--- src/rtl/sif.sv ---
// Simple register interface: NREGS host-writable registers plus a read-only
// accepted-write counter, with every accepted write forwarded one cycle later.
module sif #(
   parameter int ADDR_W = 8,
   parameter int DATA_W = 32,
   parameter int NREGS  = 16
) (
   input  logic              clk,
   input  logic              rst_b,
   input  logic              xa_wr_s,
   input  logic              xa_rd_s,
   input  logic [ADDR_W-1:0] xa_addr,
   input  logic [DATA_W-1:0] xa_data_wr,
   output logic [DATA_W-1:0] xa_data_rd,
   output logic              wa_wr_s,
   output logic [ADDR_W-1:0] wa_addr,
   output logic [DATA_W-1:0] wa_data_wr
);

   localparam int IDX_W = (NREGS > 1) ? $clog2(NREGS) : 1;
   localparam logic [ADDR_W-1:0] WCNT_ADDR = ADDR_W'(NREGS);

   logic [DATA_W-1:0] regs_r [NREGS];
   logic [DATA_W-1:0] wcnt_r;
   logic [IDX_W-1:0]  idx_s;
   logic              reg_hit_s;
   logic              wr_hit_s;
   logic [DATA_W-1:0] rd_data_s;

   // Address decode and read mux; reads see pre-write state (read-before-write).
   always_comb begin
      idx_s     = xa_addr[IDX_W-1:0];
      reg_hit_s = (xa_addr < WCNT_ADDR);
      wr_hit_s  = xa_wr_s && reg_hit_s;
      if (reg_hit_s) begin
         rd_data_s = regs_r[idx_s];
      end else if (xa_addr == WCNT_ADDR) begin
         rd_data_s = wcnt_r;
      end else begin
         rd_data_s = {DATA_W{1'b0}};
      end
   end

   // Storage, write counter, forwarded-write port and registered read data.
   always_ff @(posedge clk) begin
      if (rst_b) begin
         for (int i = 0; i < NREGS; i++) begin
            regs_r[i] <= {DATA_W{1'b0}};
         end
         wcnt_r     <= {DATA_W{1'b0}};
         xa_data_rd <= {DATA_W{1'b0}};
         wa_wr_s    <= 1'b0;
         wa_addr    <= {ADDR_W{1'b0}};
         wa_data_wr <= {DATA_W{1'b0}};
      end else begin
         wa_wr_s <= wr_hit_s;
         if (wr_hit_s) begin
            regs_r[idx_s] <= xa_data_wr;
            wcnt_r        <= wcnt_r + DATA_W'(1'b1);
            wa_addr       <= xa_addr;
            wa_data_wr    <= xa_data_wr;
         end
         if (xa_rd_s) begin
            xa_data_rd <= rd_data_s;
         end
      end
   end

endmodule

--- config.mk ---
export PLATFORM = sky130hd
export DESIGN_NAME = sif
export DESIGN_NICKNAME = d
export VERILOG_FILES = /design/src/rtl/sif.sv
export SDC_FILE = /design/constraint.sdc
export NUM_CORES = 1
export LEC_CHECK = 0
export ABC_AREA = 0
export BUFFER_PORTS_ARGS = -buffer_cell sky130_fd_sc_hd__buf_2
export CORE_AREA = 4 4 215 217
export DETAILED_ROUTE_END_ITERATION = 7
export DIE_AREA = 0 0 219 221
export GPL_TIMING_DRIVEN = 0
export PLACE_DENSITY = 0.79
export SYNTH_ARGS = -nofsm -noshare
export SYNTH_HDL_FRONTEND = slang
export SYNTH_SLANG_ARGS = --single-unit
export TNS_END_PERCENT = 100
--- constraint.sdc ---
create_clock -name clk -period 2.9 [get_ports clk]
set_input_delay 0.145 -clock clk [delete_from_list [all_inputs] [get_ports clk]]
set_output_delay 0.145 -clock clk [all_outputs]
set_load 0.01 [all_outputs]
==> flow_metrics.py, run 1 <==
metrics = {
    "run_status": {
        "status": "finished, final reports clean",
    },
    "clocking": {
        "cts-htree-levels": 2,
        "clockBufferDepth": 3,
        "insertion_delay_ps": 630,
        "cts_tree": "done",
        "numCtsBuffers": 60,
        "root_buffer": "clkbuf_16",
        "cts_setup_buffers": 0,
        "clk_pin_slew_ps": 60,
        "cts.sinks": 617,
    },
    "floorplanning": {
        "die-area_um2": 48400,
        "fp-row-count": 77,
        "initial_core_util_pct": 61.60,
        "die_h_um": 221,
        "io_pins": 117,
        "coreArea_um2": 44120,
        "die_width_um": 219,
    },
    "layout": {
        "diodes": 0,
        "sequential_cell_area_um2": 17480,
        "layout.nets": 2181,
        "drive_above_1_share_pct": 19.67,
        "fillers": 2994,
        "fin_util_pct": 69.89,
        "multi_input_area_um2": 9049,
        "syn_to_final_growth_pct": 13.45,
    },
    "yosys": {
        "synth_nets": 1973,
        "avgSynthCellArea_um2": 14.10,
        "yosysWarnings": 0,
        "yosysUniqueCellTypes": 46,
        "synth_top_cell_by_area": "edfxtp_1",
        "ys_seq_elements": 617,
        "synthTopCellsByArea": "edfxtp_1 (57%), and2_1 (12%), mux4_2 (11%)",
        "synth-async-reset-ratio_pct": 0,
        "ys_seq_area_share_pct": 64.29,
        "yosysTopAreaCellShare_pct": 56.56,
        "synth_edf_count": 512,
        "synth_common_cells": "and2_1 (515), edfxtp_1 (512), nand2_1 (145)",
        "synth.most_common_cell": "and2_1",
        "syn-cell-area_um2": 27180,
        "ys.flop_type": "edfxtp_1",
        "synthCells": 1928,
    },
    "critical_path": {
        "rr_worst_depth": 7,
        "start_kind": "primary input",
        "critical-path-top-delay-family": "simple AND/OR/NAND/NOR gates",
        "crit_top_cell": "buf_2",
        "worst-path-buf-inv": 4,
        "rrSetupSlack_ps": 660,
        "max_stage_delay_ps": 650,
        "crit_required_ps": 3160,
        "r2r_end": "wcnt_r[24]",
        "cp_slowest_cell": "nor2_1",
        "critPathKind": "primary input to register",
        "crit_arrival_ps": 3010,
        "crit_chain": "buf_2 -> buf_2 -> buf_2 -> buf_2 -> nand2_1 -> nor2_1 -> or2_4",
        "cp_max_fo": 32,
        "r2r_start": "wcnt_r[3]",
        "critPathCaptureType": "register",
    },
    "power_and_ir_drop": {
        "power.net_switching_mw": 4.186,
        "leakagePower_nw": 10.86,
        "intPower_mw": 15.09,
        "power_mw": 19.27,
        "swShare_pct": 21.72,
        "power-per-cell-area_nw_per_um2": 625.0,
        "ir_drop_v": 0.0006676,
        "p_clk_share_pct": 41.3,
        "pwr-share-seq_pct": 52.4,
        "pwr-share-comb_pct": 6.3,
    },
    "place": {
        "io_buffers": 113,
        "dp_hpwl_um": 47880,
        "dp_slack_ps": -604.7,
        "globalplace.congestion": 0.9225,
    },
    "worst_hold_path": {
        "whs_path_depth": 3,
        "hold_path_end": "wcnt_r[26]",
        "holdCritStartpoint": "rst_b",
        "hold_class": "primary input to register",
    },
    "drt": {
        "ant_nets": 0,
        "first_pass_iters": 5,
        "wl_um": 71650,
        "routed-via-count": 17020,
        "viasPerCell": 6.127,
        "drcViolationCount": 0,
        "drtIter0Drc": 2077,
        "wl_per_cell_um": 25.79,
    },
    "timing": {
        "setup_slack_ps": 150.4,
        "worstMarginPinSlew_ps": 1092,
        "fmax_ghz": 0.3637,
        "timing.final.crit_share_pct": 94.81,
        "drv_slew": 0,
        "setup_viol": 0,
        "finalWorstPathRequiredPeriod_ps": 2750,
        "skew_ps": 18.40,
        "rsz0062_at_grt": "no",
        "slew_headroom_pct": 26.66,
        "tns_ps": 0,
        "hold_viol_final": 0,
    },
    "run": {
        "cap_viol_max_count": 0,
    },
    "global_route": {
        "grt_pass1_vias": 17280,
        "grt_max_degree": 33,
        "grt_usage_pct": 29.39,
        "antenna_found_initial": 0,
        "grt_pass1_wl_um": 105900,
        "grt_overflow": 0,
    },
}
## how the worst max path moves through the flow
stage	start	endpoint	slack (ps)	cells after the start
after floorplan	xa_addr[7]	regs_r[4][0]	760	5
after global placement	xa_addr[1]	regs_r[3][4]	-610	7
after detailed placement	xa_addr[1]	regs_r[3][3]	-600	7
after CTS	xa_addr[1]	regs_r[3][5]	6	7
after global routing	xa_addr[1]	regs_r[3][5]	140	7
final	xa_addr[1]	regs_r[3][10]	150	7
## state kept, by name (all words and copies together) (netlist names)
register / count
wa_addr: 8
xa_data_rd: 32
regs_r: 512
wa_wr_s: 1
wa_data_wr: 32
wcnt_r: 32
## power by group through the flow
stage          combinational (mW)  clock, mW  sequential (mW)
2_1_floorplan               0.713          0             10.2
3_3_place_gp                 1.16          0             10.2
3_5_place_dp                 1.18          0             10.3
4_1_cts                      1.22       7.96             10.1
5_1_grt                      1.28       8.33             10.1
6_report                     1.22       7.96             10.1
## final cells by class
type | instances | share of cell area (%)
multi-input cells | 1149 | 29.34
clock inverters | 17 | 0.6289
inverters | 1 | 0.01217
plain buffers | 161 | 2.150
repair buffers | 146 | 2.905
clock buffers | 95 | 5.887
well taps | 592 | 2.402
flip-flops and latches | 617 | 56.67
## tightest hold or removal path, delay by kind of cell
family | cells | cell delay (ps)
buffers and inverters | 1 | 240
AOI/OAI and AO/OA | 1 | 120
and+or+nand+nor | 1 | 190
## per-layer routing
metal | GRT usage, % | share of wire [%] | up-vias
li1 | - | - | 7379
met1 | 39.06 | 37 | 8527
met2 | 48.07 | 49 | 921
met3 | 5.556 | 8.6 | 193
met4 | 12.35 | 4.8 | 0
met5 | 0 | 0 | -
## cells by family after synthesis
kind of cell / after synthesis / synth area share [%]
AND/OR/NAND/NOR: 884 / 18.68
adder cells (fa/ha/maj): 1 / 0.04602
flip-flops: 617 / 64.29
multiplexers: 159 / 11.89
AO/OA/AOI/OAI: 78 / 1.768
buffers and inverters: 162 / 2.453
XOR/XNOR: 27 / 0.8699
## stage by stage
step / area [µm²] / hold slack [ps] / instances
6_report: 30840 / 92.19 / 2778
5_1_grt: 30840 / 80.23 / 2778
4_1_cts: 30830 / 49.13 / 2778
3_5_place_dp: 28490 / 444.1 / 2633
3_3_place_gp: 28490 / 438.9 / 2633
2_1_floorplan: 27180 / 281.0 / 1928
## cell usage in the layout (no fill, tap or decap), types with 5 or more instances in the layout
cell,instances
and2_1,515
edfxtp_1,512
nand2_1,145
clkbuf_1,138
buf_2,136
mux4_2,128
dfxtp_1,105
nor2_1,72
clkbuf_16,62
nand4_1,44
a21oi_1,40
nor3b_1,35
dlygate4sd3_1,33
a22oi_1,32
mux2_2,31
xor2_1,22
nand3_1,16
clkbuf_8,14
or2_2,12
clkbuf_2,12
clkinv_2,8
and3_1,7
and4_1,5
xnor2_1,5
## timing repair
item / CTS / global route
gates resized for setup: 0 / 4
setup endpoints to repair: 0 / 104
hold endpoints to repair: 208 / 0
hold buffers: 33 / 0
No activity file was read; power rests on OpenSTA's default activity.
==> run 2, diff against run 1 <==
--- a/config.mk
+++ b/config.mk
@@ -7,11 +7,11 @@
 export LEC_CHECK = 0
 export ABC_AREA = 0
 export BUFFER_PORTS_ARGS = -buffer_cell sky130_fd_sc_hd__buf_2
-export CORE_AREA = 4 4 215 217
+export CORE_AREA = 4 4 226 228
 export DETAILED_ROUTE_END_ITERATION = 7
-export DIE_AREA = 0 0 219 221
+export DIE_AREA = 0 0 230 232
 export GPL_TIMING_DRIVEN = 0
-export PLACE_DENSITY = 0.79
+export PLACE_DENSITY = 0.76
 export SYNTH_ARGS = -nofsm -noshare
 export SYNTH_HDL_FRONTEND = slang
 export SYNTH_SLANG_ARGS = --single-unit
==> constraint.sdc (replaced) <==
create_clock -name clk -period 2.4 [get_ports clk]
set_input_delay 0.12 -clock clk [delete_from_list [all_inputs] [get_ports clk]]
set_output_delay 0.12 -clock clk [all_outputs]
set_load 0.01 [all_outputs]
==> flow_metrics.py, run 2 (same netlist as run 1, synthesis figures left out) <==
metrics = {
    "clocking": {
        "cts_tree": "done",
        "root_buffer": "clkbuf_16",
        "cts.sinks": 617,
        "insertion_delay_ps": 630,
        "clockBufferDepth": 3,
        "clk_pin_slew_ps": 60,
        "numCtsBuffers": 59,
        "cts-htree-levels": 2,
    },
    "layout": {
        "drive_above_1_share_pct": 20.25,
        "syn_to_final_growth_pct": 13.78,
        "final_common_cell": "and2_1",
        "fin_util_pct": 63.31,
        "largest_reg_flops": 512,
        "final_cell_mix": "and2_1 (515), edfxtp_1 (512), nand2_1 (145)",
        "fin_cells": 2852,
        "diodes": 0,
        "fin_area_um2": 30930,
        "regMostFlops": "regs_r",
        "layout.nets": 2183,
    },
    "timing": {
        "timing.final.crit_share_pct": 100.9,
        "drv_slew": 0,
        "fmax_ghz": 0.4129,
        "hold_viol_final": 0,
        "tns_ps": -398.1,
        "skew_ps": 22.50,
        "finalWorstPathRequiredPeriod_ps": 2422,
        "setup_slack_ps": -21.82,
        "setup_viol": 29,
        "worstMarginPinSlew_ps": 1113,
        "whs_ps": 47.75,
        "slew_headroom_pct": 25.83,
    },
    "floorplanning": {
        "die-area_um2": 53360,
        "initial_core_util_pct": 55.65,
        "io_pins": 117,
        "die_h_um": 232,
        "die_width_um": 230,
        "coreArea_um2": 48850,
        "fp-row-count": 81,
    },
    "drt": {
        "drcViolationCount": 0,
        "ant_nets": 0,
        "routed-via-count": 17160,
        "wl_per_cell_um": 25.31,
        "first_pass_iters": 6,
        "wl_um": 72200,
        "drtIter0Drc": 1836,
        "viasPerCell": 6.017,
    },
    "critical_path": {
        "start_kind": "primary input",
        "critPathKind": "primary input to register",
        "critPathCaptureType": "register",
        "max_stage_delay_ps": 670,
        "crit_required_ps": 2650,
        "crit_chain": "buf_2 -> nor4_2 -> and2_1 -> buf_4 -> nand3b_1 -> nor3_2 -> or2_4",
        "crit_arrival_ps": 2680,
        "cp_slowest_cell": "nor3_2",
        "cp_max_fo": 32,
    },
    "global_route": {
        "grt_util_met2_pct": 45.49,
        "grt_usage_pct": 26.93,
        "grt_max_degree": 33,
        "grt_pass1_vias": 17390,
        "antenna_found_initial": 3,
        "grt_busiest_layer": "met2",
        "grt_pass1_wl_um": 107100,
        "met3_usage_pct": 5.618,
        "grtUsageMet1_pct": 35.19,
        "grt_overflow": 0,
    },
    "power_and_ir_drop": {
        "power.net_switching_mw": 5.039,
        "power_mw": 22.95,
        "power-per-cell-area_nw_per_um2": 742.1,
        "pwr-share-comb_pct": 6.5,
        "swShare_pct": 21.95,
        "ir_drop_v": 0.0005965,
        "pwr-share-seq_pct": 53.1,
        "leakagePower_nw": 10.85,
        "p_clk_share_pct": 40.4,
        "intPower_mw": 17.91,
    },
    "place": {
        "placedCellCount": 2705,
        "io_buffers": 113,
        "dp_slack_ps": -1154,
        "dp_hpwl_um": 48060,
        "globalplace.congestion": 0.9207,
        "dpl_cell_area_um2": 28580,
    },
    "run_status": {
        "status": "complete, but fails checks",
        "violations": "setup timing",
    },
    "worst_hold_path": {
        "hold_class": "primary input to register",
    },
    "run": {
        "cap_viol_max_count": 0,
    },
}
[run 2: layout make-up]
| class | count | area, µm² |
|---|---|---|
| Buffer | 161 | 666.9 |
| Clock buffer | 94 | 1812 |
| Clock inverter | 17 | 127.6 |
| Fill cell | 3644 | 17920 |
| Inverter | 1 | 3.754 |
| Multi-Input combinational cell | 1152 | 9115 |
| Sequential cell | 617 | 17480 |
| Tap cell | 664 | 830.8 |
| Timing Repair Buffer | 146 | 895.9 |
[run 2: power by group through the flow]
stage | clock network, mW | logic (mW) | registers (mW)
after floorplan | 0 | 0.861 | 12.4
after global placement | 0 | 1.41 | 12.4
after detailed placement | 0 | 1.43 | 12.4
after CTS | 9.31 | 1.49 | 12.2
after global routing | 9.82 | 1.57 | 12.2
final | 9.28 | 1.49 | 12.2
[run 2: critical path: cells and delay by family]
kind                   cells  cell delay (ps)
and+or+nand+nor            5             2140
buffers and inverters      2              370
[run 2: worst paths after layout]
| check | startpoint | to | slack, ps | cells after the start |
|---|---|---|---|---|
| setup / recovery | xa_addr[7] | regs_r[0][3] | -20 | 7 |
| hold / removal | rst_b | wcnt_r[26] | 50 | 3 |
| setup reg to reg | wcnt_r[11] | wcnt_r[31] | 150 | 5 |
| hold reg to reg | wa_data_wr[16] | wa_data_wr[16] | 450 | 2 |
[run 2: what timing repair did]
action,4_1_cts,5_1_grt
setup buffers,0,0
hold buffers,33,0
setup endpoints to repair,348,126
pin swaps,1,0
cloned,3,0
gates resized for setup,16,8
endpoints found under the hold margin,214,0
[run 2: routing by layer]
metal  share of wire (%)  up-vias
met3                 8.9      183
met4                 3.6        4
met1                  38     8635
li1                    -     7405
met5               0.033        -
met2                  50      933
